[src/rtl/uart_cfg_pkg.sv]
// Shared types and defaults for the DRSSTC configuration UART loader.
// UART_CFG_PARITY_EN adds the PARITY receiver state.
package uart_cfg_pkg;

   localparam int UART_CLKS_PER_BIT = 104;
   localparam int UART_PAR_NUM      = 5;

   typedef enum logic [2:0] {
      ST_IDLE   = 3'd0,
      ST_START  = 3'd1,
      ST_DATA   = 3'd2,
      ST_STOP   = 3'd3,
`ifdef UART_CFG_PARITY_EN
      ST_PARITY = 3'd5,
`endif
      ST_BREAK  = 3'd4
   } uart_rx_state_t;

   // Register indices as seen by the consuming blocks; the first byte of a
   // packet lands in the highest index.
   typedef enum logic [2:0] {
      REF_GEN     = 3'd0,
      PHASE_SHIFT = 3'd1,
      OCD_LVL     = 3'd2,
      INTER_FREQ  = 3'd3,
      INTER_DUTY  = 3'd4
   } Conf_par;

endpackage

[src/rtl/uart_sync_edge.sv]
// Two-flop synchroniser for the raw UART pin plus a registered falling-edge
// detector; line and fall leave with the same latency so samples line up.
module uart_sync_edge (
   input  logic clk,
   input  logic rst_n,
   input  logic din,
   output logic line,
   output logic fall
);

   logic meta_q, meta_d;
   logic sync_q, sync_d;
   logic dly_q,  dly_d;
   logic fall_q, fall_d;

   always_comb begin
      meta_d = din;
      sync_d = meta_q;
      dly_d  = sync_q;
      fall_d = dly_q & ~sync_q;
   end

   // Idle-high reset keeps a quiet line from looking like a start edge.
   always_ff @(posedge clk or negedge rst_n) begin
      if (!rst_n) begin
         meta_q <= 1'b1;
         sync_q <= 1'b1;
         dly_q  <= 1'b1;
         fall_q <= 1'b0;
      end else begin
         meta_q <= meta_d;
         sync_q <= sync_d;
         dly_q  <= dly_d;
         fall_q <= fall_d;
      end
   end

   assign line = dly_q;
   assign fall = fall_q;

endmodule

[src/rtl/uart_cfg_rx.sv]
// UART receiver loading a packet of PAR_NUM frames into a parameter bank.
// Define UART_CFG_PARITY_EN for an even-parity bit after the data bits.
module uart_cfg_rx
   import uart_cfg_pkg::*;
#(
   parameter int CLKS_PER_BIT = UART_CLKS_PER_BIT,
   parameter int DATA_BITS    = 8,
   parameter int PAR_NUM      = UART_PAR_NUM,
   parameter int GAP_CLKS     = 20 * 104
) (
   input  logic                              clk,
   input  logic                              rst_n,
   input  logic                              uart_data,
   output logic [PAR_NUM-1:0][DATA_BITS-1:0] params,
   output logic [PAR_NUM-1:0]                par_upd,
   output logic                              pkt_done,
   output logic                              frame_err,
   output logic                              busy
);

   localparam int CNT_W = $clog2(CLKS_PER_BIT);
   localparam int BIT_W = $clog2(DATA_BITS + 1);
   localparam int IDX_W = (PAR_NUM > 1) ? $clog2(PAR_NUM) : 1;
   localparam int GAP_W = $clog2(GAP_CLKS + 1);

   localparam logic [CNT_W-1:0] HALF_LOAD = CNT_W'(CLKS_PER_BIT / 2 - 1);
   localparam logic [CNT_W-1:0] BIT_LOAD  = CNT_W'(CLKS_PER_BIT - 1);
   localparam logic [CNT_W-1:0] CNT_ONE   = CNT_W'(1);
   localparam logic [BIT_W-1:0] LAST_BIT  = BIT_W'(DATA_BITS - 1);
   localparam logic [BIT_W-1:0] BIT_ONE   = BIT_W'(1);
   localparam logic [IDX_W-1:0] IDX_TOP   = IDX_W'(PAR_NUM - 1);
   localparam logic [IDX_W-1:0] IDX_ONE   = IDX_W'(1);
   localparam logic [GAP_W-1:0] GAP_MAX   = GAP_W'(GAP_CLKS);
   localparam logic [GAP_W-1:0] GAP_ONE   = GAP_W'(1);

   logic line_s;
   logic line_fall;

   uart_sync_edge u_sync (
      .clk   (clk),
      .rst_n (rst_n),
      .din   (uart_data),
      .line  (line_s),
      .fall  (line_fall)
   );

   uart_rx_state_t                    state_q,     state_d;
   logic [CNT_W-1:0]                  bit_cnt_q,   bit_cnt_d;
   logic [BIT_W-1:0]                  bit_idx_q,   bit_idx_d;
   logic [DATA_BITS-1:0]              shift_q,     shift_d;
   logic [IDX_W-1:0]                  idx_q,       idx_d;
   logic [GAP_W-1:0]                  gap_q,       gap_d;
   logic [PAR_NUM-1:0][DATA_BITS-1:0] params_q,    params_d;
   logic [PAR_NUM-1:0]                par_upd_q,   par_upd_d;
   logic                              pkt_done_q,  pkt_done_d;
   logic                              frame_err_q, frame_err_d;
`ifdef UART_CFG_PARITY_EN
   logic                              par_err_q,   par_err_d;
`endif

   logic bit_done;
   logic frame_ok;

   assign bit_done = (bit_cnt_q == '0);

`ifdef UART_CFG_PARITY_EN
   assign frame_ok = line_s & ~par_err_q;
`else
   assign frame_ok = line_s;
`endif

   always_comb begin
      state_d     = state_q;
      bit_cnt_d   = bit_cnt_q;
      bit_idx_d   = bit_idx_q;
      shift_d     = shift_q;
      idx_d       = idx_q;
      gap_d       = '0;
      params_d    = params_q;
      par_upd_d   = '0;
      pkt_done_d  = 1'b0;
      frame_err_d = 1'b0;
`ifdef UART_CFG_PARITY_EN
      par_err_d   = par_err_q;
`endif

      case (state_q)
         ST_IDLE: begin
            if (line_fall) begin
               state_d   = ST_START;
               bit_cnt_d = HALF_LOAD;
            end else begin
               gap_d = (gap_q == GAP_MAX) ? gap_q : gap_q + GAP_ONE;
               // A long quiet line abandons a partial packet.
               if ((gap_q == GAP_MAX) && (idx_q != IDX_TOP)) begin
                  idx_d = IDX_TOP;
               end
            end
         end

         ST_START: begin
            if (bit_done) begin
               if (line_s) begin
                  state_d = ST_IDLE;
               end else begin
                  state_d   = ST_DATA;
                  bit_cnt_d = BIT_LOAD;
                  bit_idx_d = '0;
`ifdef UART_CFG_PARITY_EN
                  par_err_d = 1'b0;
`endif
               end
            end else begin
               bit_cnt_d = bit_cnt_q - CNT_ONE;
            end
         end

         ST_DATA: begin
            if (bit_done) begin
               shift_d   = {line_s, shift_q[DATA_BITS-1:1]};
               bit_cnt_d = BIT_LOAD;
               bit_idx_d = bit_idx_q + BIT_ONE;
               if (bit_idx_q == LAST_BIT) begin
`ifdef UART_CFG_PARITY_EN
                  state_d = ST_PARITY;
`else
                  state_d = ST_STOP;
`endif
               end
            end else begin
               bit_cnt_d = bit_cnt_q - CNT_ONE;
            end
         end

`ifdef UART_CFG_PARITY_EN
         ST_PARITY: begin
            if (bit_done) begin
               par_err_d = ^{shift_q, line_s};
               bit_cnt_d = BIT_LOAD;
               state_d   = ST_STOP;
            end else begin
               bit_cnt_d = bit_cnt_q - CNT_ONE;
            end
         end
`endif

         ST_STOP: begin
            if (bit_done) begin
               if (frame_ok) begin
                  state_d            = ST_IDLE;
                  params_d[idx_q]    = shift_q;
                  par_upd_d[idx_q]   = 1'b1;
                  if (idx_q == '0) begin
                     pkt_done_d = 1'b1;
                     idx_d      = IDX_TOP;
                  end else begin
                     idx_d = idx_q - IDX_ONE;
                  end
               end else begin
                  state_d     = ST_BREAK;
                  frame_err_d = 1'b1;
               end
            end else begin
               bit_cnt_d = bit_cnt_q - CNT_ONE;
            end
         end

         // A line held low must return high before any new start edge counts.
         ST_BREAK: begin
            if (line_s) begin
               state_d = ST_IDLE;
            end
         end

         default: begin
            state_d = ST_IDLE;
         end
      endcase
   end

   always_ff @(posedge clk or negedge rst_n) begin
      if (!rst_n) begin
         state_q     <= ST_IDLE;
         bit_cnt_q   <= '0;
         bit_idx_q   <= '0;
         shift_q     <= '0;
         idx_q       <= IDX_TOP;
         gap_q       <= '0;
         params_q    <= '0;
         par_upd_q   <= '0;
         pkt_done_q  <= 1'b0;
         frame_err_q <= 1'b0;
`ifdef UART_CFG_PARITY_EN
         par_err_q   <= 1'b0;
`endif
      end else begin
         state_q     <= state_d;
         bit_cnt_q   <= bit_cnt_d;
         bit_idx_q   <= bit_idx_d;
         shift_q     <= shift_d;
         idx_q       <= idx_d;
         gap_q       <= gap_d;
         params_q    <= params_d;
         par_upd_q   <= par_upd_d;
         pkt_done_q  <= pkt_done_d;
         frame_err_q <= frame_err_d;
`ifdef UART_CFG_PARITY_EN
         par_err_q   <= par_err_d;
`endif
      end
   end

   assign params    = params_q;
   assign par_upd   = par_upd_q;
   assign pkt_done  = pkt_done_q;
   assign frame_err = frame_err_q;
   assign busy      = (state_q != ST_IDLE);

endmodule

[config.mk]
export PLATFORM = sky130hd
export DESIGN_NAME = uart_cfg_rx
export DESIGN_NICKNAME = d
export VERILOG_FILES = /design/src/rtl/uart_cfg_pkg.sv /design/src/rtl/uart_sync_edge.sv /design/src/rtl/uart_cfg_rx.sv
export SDC_FILE = /design/constraint.sdc
export NUM_CORES = 1
export LEC_CHECK = 0
export CAP_MARGIN = 0
export CORE_MARGIN = 10
export CORE_UTILIZATION = 40
export DETAILED_ROUTE_END_ITERATION = 16
export SLEW_MARGIN = 15
export SYNTH_ARGS = -nofsm -noshare
export SYNTH_HDL_FRONTEND = slang
export SYNTH_SLANG_ARGS = --single-unit
[constraint.sdc]
create_clock -name clk -period 6.3 [get_ports clk]
set_input_delay 0.945 -clock clk [delete_from_list [all_inputs] [get_ports clk]]
set_output_delay 0.945 -clock clk [all_outputs]
set_load 0.02 [all_outputs]
# == Word level (Yosys, flattened, before mapping) ==
# Index checks and enable logic that the tools add are counted.
# word_totals
ff_bits,88
output_inout_bits,48
elab_cells,104
# op_classes
n_addsub,4
n_lt_le_gt_ge,2
eq_ne,20
muxes,43
bitwise,2
n_reduce_logical,15
# op_table
operator,n
$bwmux W40,1
$mux W12,3
$mux W3,12
$mux W7,5
$pmux W7 S4,1
$demux W8 S3,1
$ne A2 B2 Y1 const B,8
$mux W5,3
$pmux W3 S5,1
$add A12 B1 Y12 const B,1
$eq A12 B12 Y1 const B,1
$mux W4,3
$mux W1,8
$mux W8,1
$pmux W4 S2,1
$reduce_and A4 Y1,2
$logic_not A7 Y1,1
$sub A7 B1 Y7 const B,1
$eq A3 B2 Y1 const B,2
$logic_not A3 Y1,2
$ne A2 B1 Y1 const B,3
$ne A3 B3 Y1 const B,2
$pmux W3 S2,1
$reduce_and A6 Y1,1
19 further kinds,21

# == Longest topological paths before layout ==
# Gate-level depths: netlist of the first run.
# logic_depth
word_depth,7
depth_mapped,7
mapped_depth_nobuf,6

# == Modules after synthesis ==
# A second synthesis of the first run with hierarchy kept.
# unflattened
hier_cells,294
hier_area_um2,3831.2
# modules_own_cells
mod,instances,cells_each,area_each_um2,seq_area_each_um2
uart_cfg_rx,1,289,3713.6,2103.3
uart_sync_edge,1,5,117.6,103.8

# == Least setup slack after synthesis of the first run ==
# Ideal clock, no wire load.
# synth_timing
path_type,register to output
start,reg state_q[1]
end,out busy
arrival_time_ns,1.094
slack_ns,4.261
stages_incl_launch_ff,4
path_buffers,1
cell_sequence,dfrtp_1 -> clkbuf_1 -> nor2_1 -> nand2_1
# synth_between
elab_chain_len,1
# synth_lines
item,line_no,text
start: declaration,uart_cfg_rx.sv:47,"uart_rx_state_t state_q, state_d;"
start signal: assignment,uart_cfg_rx.sv:197,state_q <= state_d;
$reduce_bool A3 Y1,uart_cfg_rx.sv:217,assign busy = (state_q != ST_IDLE);
end: declaration,uart_cfg_rx.sv:18,output logic busy
# No other way between the ends.

# == Final worst setup path of the first run ==
# Same ends and word-level chain as after synthesis.

==> summary.md, run 1 <==
| Metric | Value |
|---|---|
| Routability Congestion | between 0.8 and 0.9 |
| PD cells | 265 mW/mm^2 |
| Fmax | 333 MHz |
| Max stage delay cell, worst path | clkdlybuf4s50_1 |
| CP Class | register to output pin |
| Initial antenna violation count | 0 |
| Max-cap violations | 0 |
| Routed len/inst | 17.5 um |
| Die height | 117 um |
| Full die area | between 0.01 and 0.015 sq mm |
| Maximum vdd drop | 0.000145 V |
| Leak | 2.04 nW |
| Post-CTS Setup Inserts | 0 |
| Final Hold Slack | 0.360 ns |
| Total number of vias | approximately 2,500 |
| Worst Clk Skew | 0.00814 ns |
| Yosys warning count | 0 |
| First-pass GRT wire length | 13,600 um |
| HPWL Detailed | between 5000 and 6000 um |
| Worst hold path type | register to register |
| Ratio of final minimum period to clock period | 0.477 |
| Buffers on Ports | 50 |
| Critical-path cell list | nor2_1, nand2_1, clkdlybuf4s50_1 |
| Initial core utilization | 0.411 |
| Layout area overhead | 21.3% |
| Non-Filler Instances | 462 |
| Area leader, netlist | dfrtp_1 |
| Clk Latency, worst-skew pair | ~0.36 ns |
| Fin Setup TNS | 0 ns |
| Post-cts hold buffer count | 0 |
| Asr flop ratio synth | 1.00 |
| Status | completed |
| Final Hold Fails | 0 |
| CTS tree | done |
| Most frequent cell after synthesis | dfrtp_1 |
| Tmin final | 3.00 ns |
| Cell Area, Synth | about 0.0038 sq mm |
| Slowest cell delay on critical path | 0.56 ns |
| Max Slew Vio Count | 0 |
| Detailed Route WL | 8100 um |
| Setup WS post-layout | around 3.3 ns |
| CP Launch Type | register |
| Switching pwr | 0.370 mW |
| Die Wd | between 100 and 150 um |
| CP max FO | 14 |
| Slew margin rel. | 0.512 |
| Drt first pass iters | 4 |
| H-Tree Depth | 3 |
| Syn Nets | 300 |
| Sequential area share after synthesis | 0.584 |
| Combinational share of power | 0.150 |
| CTS root buf | clkbuf_8 |
| Endpoint type of the worst setup path | output pin |
| Final antenna-violating net count | 0 |
| Synth Register Bits | 88 |
| Unrepaired setup endpoints after global routing | false |
| Slew @ Worst Pin | 0.732 ns |
| Post-CTS resize count | 0 |
| Crit path DAT | slightly above 2 ns |
| CP required | 5.35 ns |
| Largest net degree at the start of global routing | ~60 |
| Initial DRC count | between 90 and 100 |
| Total track usage | 0.128 |
| CTS Buf Count | 9 |
| Number of global-route vias before repair | 2,646 |
| Mapped Avg Cell Area | 12.9 sq um |
| Synth cell types | 54 |
| Mapped Cells | 293 |
| Layout cells sized above 1 | 0.236 |
| Setup-failing EPs final | 0 |
| Final core occ | 0.498 |
| Number of synthesized flops with an enable pin | 0 |
| Worst slack, placed | roughly 3.4 ns |
| Post-Place Cells | around 450 |
| Clock-pin slew on the worst setup and hold paths | ~0.090 ns |
| Ys flop type | dfrtp_1 |
| Io pins | roughly 50 |
| Share of power burned in registers | 0.539 |
| DR DRC count | 0 |
| Clock Power Share | 0.311 |
| Top cells by count, synth | dfrtp_1 (84), mux2_2 (48), nor2_1 (22) |
| Synth top area cells | dfrtp_1 (56%), mux2_2 (14%), dfstp_2 (2.8%) |
| Grt ovf | 0 |
| Ant. Diodes | 0 |
| Layout Nets | between 300 and 400 |
| Sw Ratio | 0.305 |
| CTS sink count | 88 |
| Bufs on Longest Clock Path | 2 |
| Core area | 0.00920 sq mm |
| Pint | 0.843 mW |
| Via density per instance | ~5.3 |
| Top-area cell type share of the netlist area | 0.556 |
| Std cell rows | 35 |
-- kinds of logic after synthesis --
logic type      after synthesis  share of synthesized area
compound gates               38                     0.0706
xor+xnor                     10                     0.0232
fa+ha+maj                     4                     0.0132
buf+inv                      19                     0.0209
flops                        88                      0.584
mux                          51                      0.151
simple gates                 83                      0.137
-- cells in the final DEF (no fill, tap or decap), types with 2 or more instances in the layout --
| master | n |
|---|---|
| a21o_1 | 2 |
| a21oi_1 | 8 |
| and4_1 | 3 |
| buf_4 | 3 |
| clkbuf_8 | 11 |
| clkdlybuf4s50_1 | 49 |
| dfrtp_1 | 84 |
| dfstp_2 | 4 |
| ha_1 | 4 |
| inv_1 | 9 |
| mux2_2 | 48 |
| mux2i_1 | 3 |
| nand2_1 | 15 |
| nand3_1 | 7 |
| nand4_1 | 4 |
| nor2_1 | 22 |
| nor2b_1 | 3 |
| nor3_1 | 4 |
| nor3_4 | 2 |
| nor3b_1 | 4 |
| nor4_1 | 2 |
| o211ai_1 | 3 |
| o21ai_0 | 11 |
| o31ai_1 | 2 |
| xnor2_1 | 2 |
| xor2_1 | 8 |
-- area by class of cell --
type	count	area, sq um
clock buffer	12	155
inverter	9	33.8
multi-input combinational	186	1500
tap	111	139
clock inverter	4	36.3
sequential	88	2210
timing repair buffer	52	513
fill	863	4620
-- state kept, by name, indices dropped and copies added, names as in the netlist, 3 cells and up --
| name | flops |
|---|---|
| bit_cnt_q | 7 |
| shift_q | 8 |
| params | 40 |
| state_q | 3 |
| idx_q | 3 |
| bit_idx_q | 4 |
| gap_q | 12 |
| par_upd | 5 |
-- critical path: cells and delay by family, from the launching register on --
kind | cells | cell delay (ns)
and+or+nand+nor | 2 | 0.62
buffers and inverters | 1 | 0.56
DFF | 1 | 0.52
-- per-stage QoR --
stage	total power, mW	cell area [sq um]
floorplan	0.791	3780
CTS	1.23	4580
detailed placement	0.847	4380
global placement	0.838	4380
global route	1.29	4580
finish	1.21	4580
-- path summary, 6_finish.rpt --
check,slack [ns],depth (start not counted),from,end
min in group asynchronous,0.50,1,rst_n,frame_err$_DFF_PN0_
max in group asynchronous,4.73,2,rst_n,gap_q[5]$_DFFE_PN0P_
worst max-delay path,3.30,3,state_q[1]$_DFFE_PN0P_,busy
worst min-delay path,0.36,0,u_sync.meta_q$_DFF_PN1_,u_sync.dly_d$_DFF_PN1_
worst max register to register,3.84,6,bit_cnt_q[0]$_DFFE_PN0P_,params[21]$_DFFE_PN0P_
worst min register to register,0.36,0,u_sync.meta_q$_DFF_PN1_,u_sync.dly_d$_DFF_PN1_
-- routing by layer --
layer,vias to the layer above,routed length (um),share of wire,track usage
li1,1155,-,-,-
met1,1234,3610,0.45,0.159
met2,56,3690,0.46,0.190
met3,12,658,0.081,0.0601
met4,0,140,0.017,0.0494
met5,-,0,0,0
-- power groups by stage --
stage                     registers, mW  logic, mW  clock network (mW)
after floorplan                   0.643      0.148                   0
after global placement            0.659      0.179                   0
after detailed placement          0.664      0.183                   0
after CTS                         0.653      0.185               0.392
after global routing              0.662      0.210               0.415
final                             0.654      0.182               0.377
Power figures use the tool's default switching activity.
==> run 2: changes to the inputs <==
==> constraint.sdc (replaced) <==
create_clock -name clk -period 2.95 [get_ports clk]
set_input_delay 0.4425 -clock clk [delete_from_list [all_inputs] [get_ports clk]]
set_output_delay 0.4425 -clock clk [all_outputs]
set_load 0.02 [all_outputs]
==> summary.md, run 2 (synthesis results as in run 1) <==
| Metric | Value |
|---|---|
| FILL cells | 822 (-4.8%) |
| Drt first pass iters | 4 (unchanged) |
| Layout area overhead | 22.5% |
| CP Launch Type | register |
| Routed len/inst | 17.1 um (-2.3%) |
| Tmin final | 2.54 ns |
| CTS tree | done |
| Grt ovf | 0 (unchanged) |
| Non-Filler Instances | 465 (+0.65%) |
| Buffers on Ports | 50 (unchanged) |
| CP max FO | 14 (unchanged) |
| Slowest cell delay on critical path | 0.56 ns (about the same) |
| Crit path DAT | 2.09 ns (+0.03 ns) |
| Routability Congestion | 0.819 (+0.13%) |
| Final antenna-violating net count | 0 (unchanged) |
| CTS Buf Count | 9 (unchanged) |
| Critical-path cell list | nor2_1, nand2_1, clkdlybuf4s50_1 |
| Maximum vdd drop | 0.000196 V (+35%) |
| Reg2reg path depth | 6 (unchanged) |
| Die Wd | 117 um (unchanged) |
| Bufs on Longest Clock Path | 2 (unchanged) |
| Initial core utilization | 0.411 (unchanged) |
| Final Hold Fails | 0 (unchanged) |
| Core area | 0.00920 sq mm (unchanged) |
| Die height | 117 um (unchanged) |
| Most frequent cells in the layout | dfrtp_1 (84), clkdlybuf4s50_1 (49), mux2_2 (48) |
| Max-cap violations | 0 (unchanged) |
| H-Tree Depth | 3 (unchanged) |
| Fin Setup TNS | 0 ns (unchanged) |
| Clk Latency, worst-skew pair | 0.35 ns (about the same) |
| Max Slew Vio Count | 0 (unchanged) |
| R2R Setup Slk | 0.61 ns (-3.23 ns) |
| Setup-failing EPs final | 0 (unchanged) |
| Io pins | 51 (unchanged) |
| Largest register FFs | 40 (unchanged) |
| CP required | 2.51 ns (-2.84 ns) |
| Std cell rows | 35 (unchanged) |
| Leak | 2.07 nW (+1.4%) |
| Largest net degree at the start of global routing | 46 (-22%) |
| Detailed Route WL | 7960 um (-1.7%) |
| Layout Nets | 356 (+0.85%) |
| Slew @ Worst Pin | 0.621 ns (-0.110 ns) |
| Total number of vias | 2,459 (+0.081%) |
| Number of global-route vias before repair | 2,557 (-3.4%) |
| Ratio of final minimum period to clock period | 0.860 |
| Post-Place Cells | 449 (+0.67%) |
| HPWL Detailed | 5600 um (+0.41%) |
| Reg2reg start | bit_cnt_q[0]$_DFFE_PN0P_ |
| DR DRC count | 0 (unchanged) |
| Post-CTS Setup Inserts | 0 (unchanged) |
| Post-cts hold buffer count | 0 (unchanged) |
| CTS root buf | clkbuf_8 |
| Slew margin rel. | 0.585 (+0.0732) |
| Endpoint type of the worst setup path | output pin |
| Total power | 2.67 mW (+120%) |
| PD cells | 577 mW/mm^2 (+120%) |
| Initial DRC count | 71 (-24%) |
| CTS sink count | 88 (unchanged) |
| Unrepaired setup endpoints after global routing | false |
| Max stage delay cell, worst path | clkdlybuf4s50_1 |
| CP Class | register to output pin |
| R2R Path End | params[29]$_DFFE_PN0P_ |
| Total track usage | 0.125 (-0.00349) |
| Critical path origin | state_q[1]$_DFFE_PN0P_ |
| Most common cell after layout, fill and taps aside | dfrtp_1 |
| Via density per instance | 5.29 (-0.56%) |
| Clock-pin slew on the worst setup and hold paths | 0.09 ns (about the same) |
| Initial antenna violation count | 0 (unchanged) |
| Layout cells sized above 1 | 0.243 (+0.00647) |
| Ant. Diodes | 0 (unchanged) |
| Full die area | 0.0137 sq mm (unchanged) |
| Fmax | 394 MHz |
| Post-CTS resize count | 0 (unchanged) |
| Status | completed |
| Worst Clk Skew | 0.0109 ns (+0.00274 ns) |
| First-pass GRT wire length | 13,500 um (-0.46%) |
| Worst hold path type | input port to async pin |
==> run 2: layout make-up <==
cell class	count	area, sq um	share of cell area
Multi-Input combinational cell	186	1490	0.322
Inverter	9	33.8	0.00730
Timing Repair Buffer	55	548	0.118
Tap cell	111	139	0.0300
Sequential cell	88	2210	0.477
Clock buffer	9	124	0.0268
Clock inverter	7	83.8	0.0181
==> run 2: worst max-delay path, delay by kind of cell (launching register included) <==
kind	cells	cell delay, ns
simple gates	2	0.65
buf+inv	1	0.56
flops	1	0.53
==> run 2: per-stage QoR <==
step	instance area (sq um)	hold slack [ns]	setup WS (ns)	util
floorplan	3780	0.147	0.976	-
global placement	4420	0.346	0.696	0.481
detailed placement	4420	0.349	0.603	0.481
CTS	4630	0.0912	0.419	0.503
global route	4630	0.105	0.264	0.503
finish	4630	0.0699	0.414	0.503
==> run 2: worst max path at each step <==
stage	to	slack, ns	cells after the start
finish	busy	0.41	3
global route	busy	0.26	3
CTS	busy	0.42	3
detailed placement	params[28]$_DFFE_PN0P_	0.60	6
global placement	params[26]$_DFFE_PN0P_	0.70	6
floorplan	params[16]$_DFFE_PN0P_	0.98	6
==> run 2: power by group <==
group / internal, mW / switching [mW] / total [mW]
logic: 0.162 / 0.225 / 0.386
clock network: 0.410 / 0.476 / 0.886
registers: 1.28 / 0.121 / 1.40
==> run 2: metal layers <==
| metal | track usage | wire, um | up-vias |
|---|---|---|---|
| met5 | 0 | 0 | - |
| met4 | 0.0445 | 85 | 0 |
| met3 | 0.0398 | 437 | 8 |
| met2 | 0.174 | 3440 | 45 |
| met1 | 0.177 | 4000 | 1241 |
| li1 | - | - | 1165 |
==> run 3: changes to the inputs <==
==> constraint.sdc (replaced) <==
create_clock -name clk -period 2.9 [get_ports clk]
set_input_delay 0.435 -clock clk [delete_from_list [all_inputs] [get_ports clk]]
set_output_delay 0.435 -clock clk [all_outputs]
set_load 0.02 [all_outputs]
==> results of run 3 <==
The final DEF is identical to that of run 2. Status: completed.
Among the figures that moved: setup slack after placement 0.603 ns -> 0.553 ns; setup slack after layout 0.414 ns -> 0.372 ns; hold slack 0.0699 ns -> 0.0624 ns; register-to-register setup slack 0.61 ns -> 0.56 ns; total power 2.67 mW -> 2.72 mW; worst IR drop on VDD 0.000196 V -> 0.000200 V
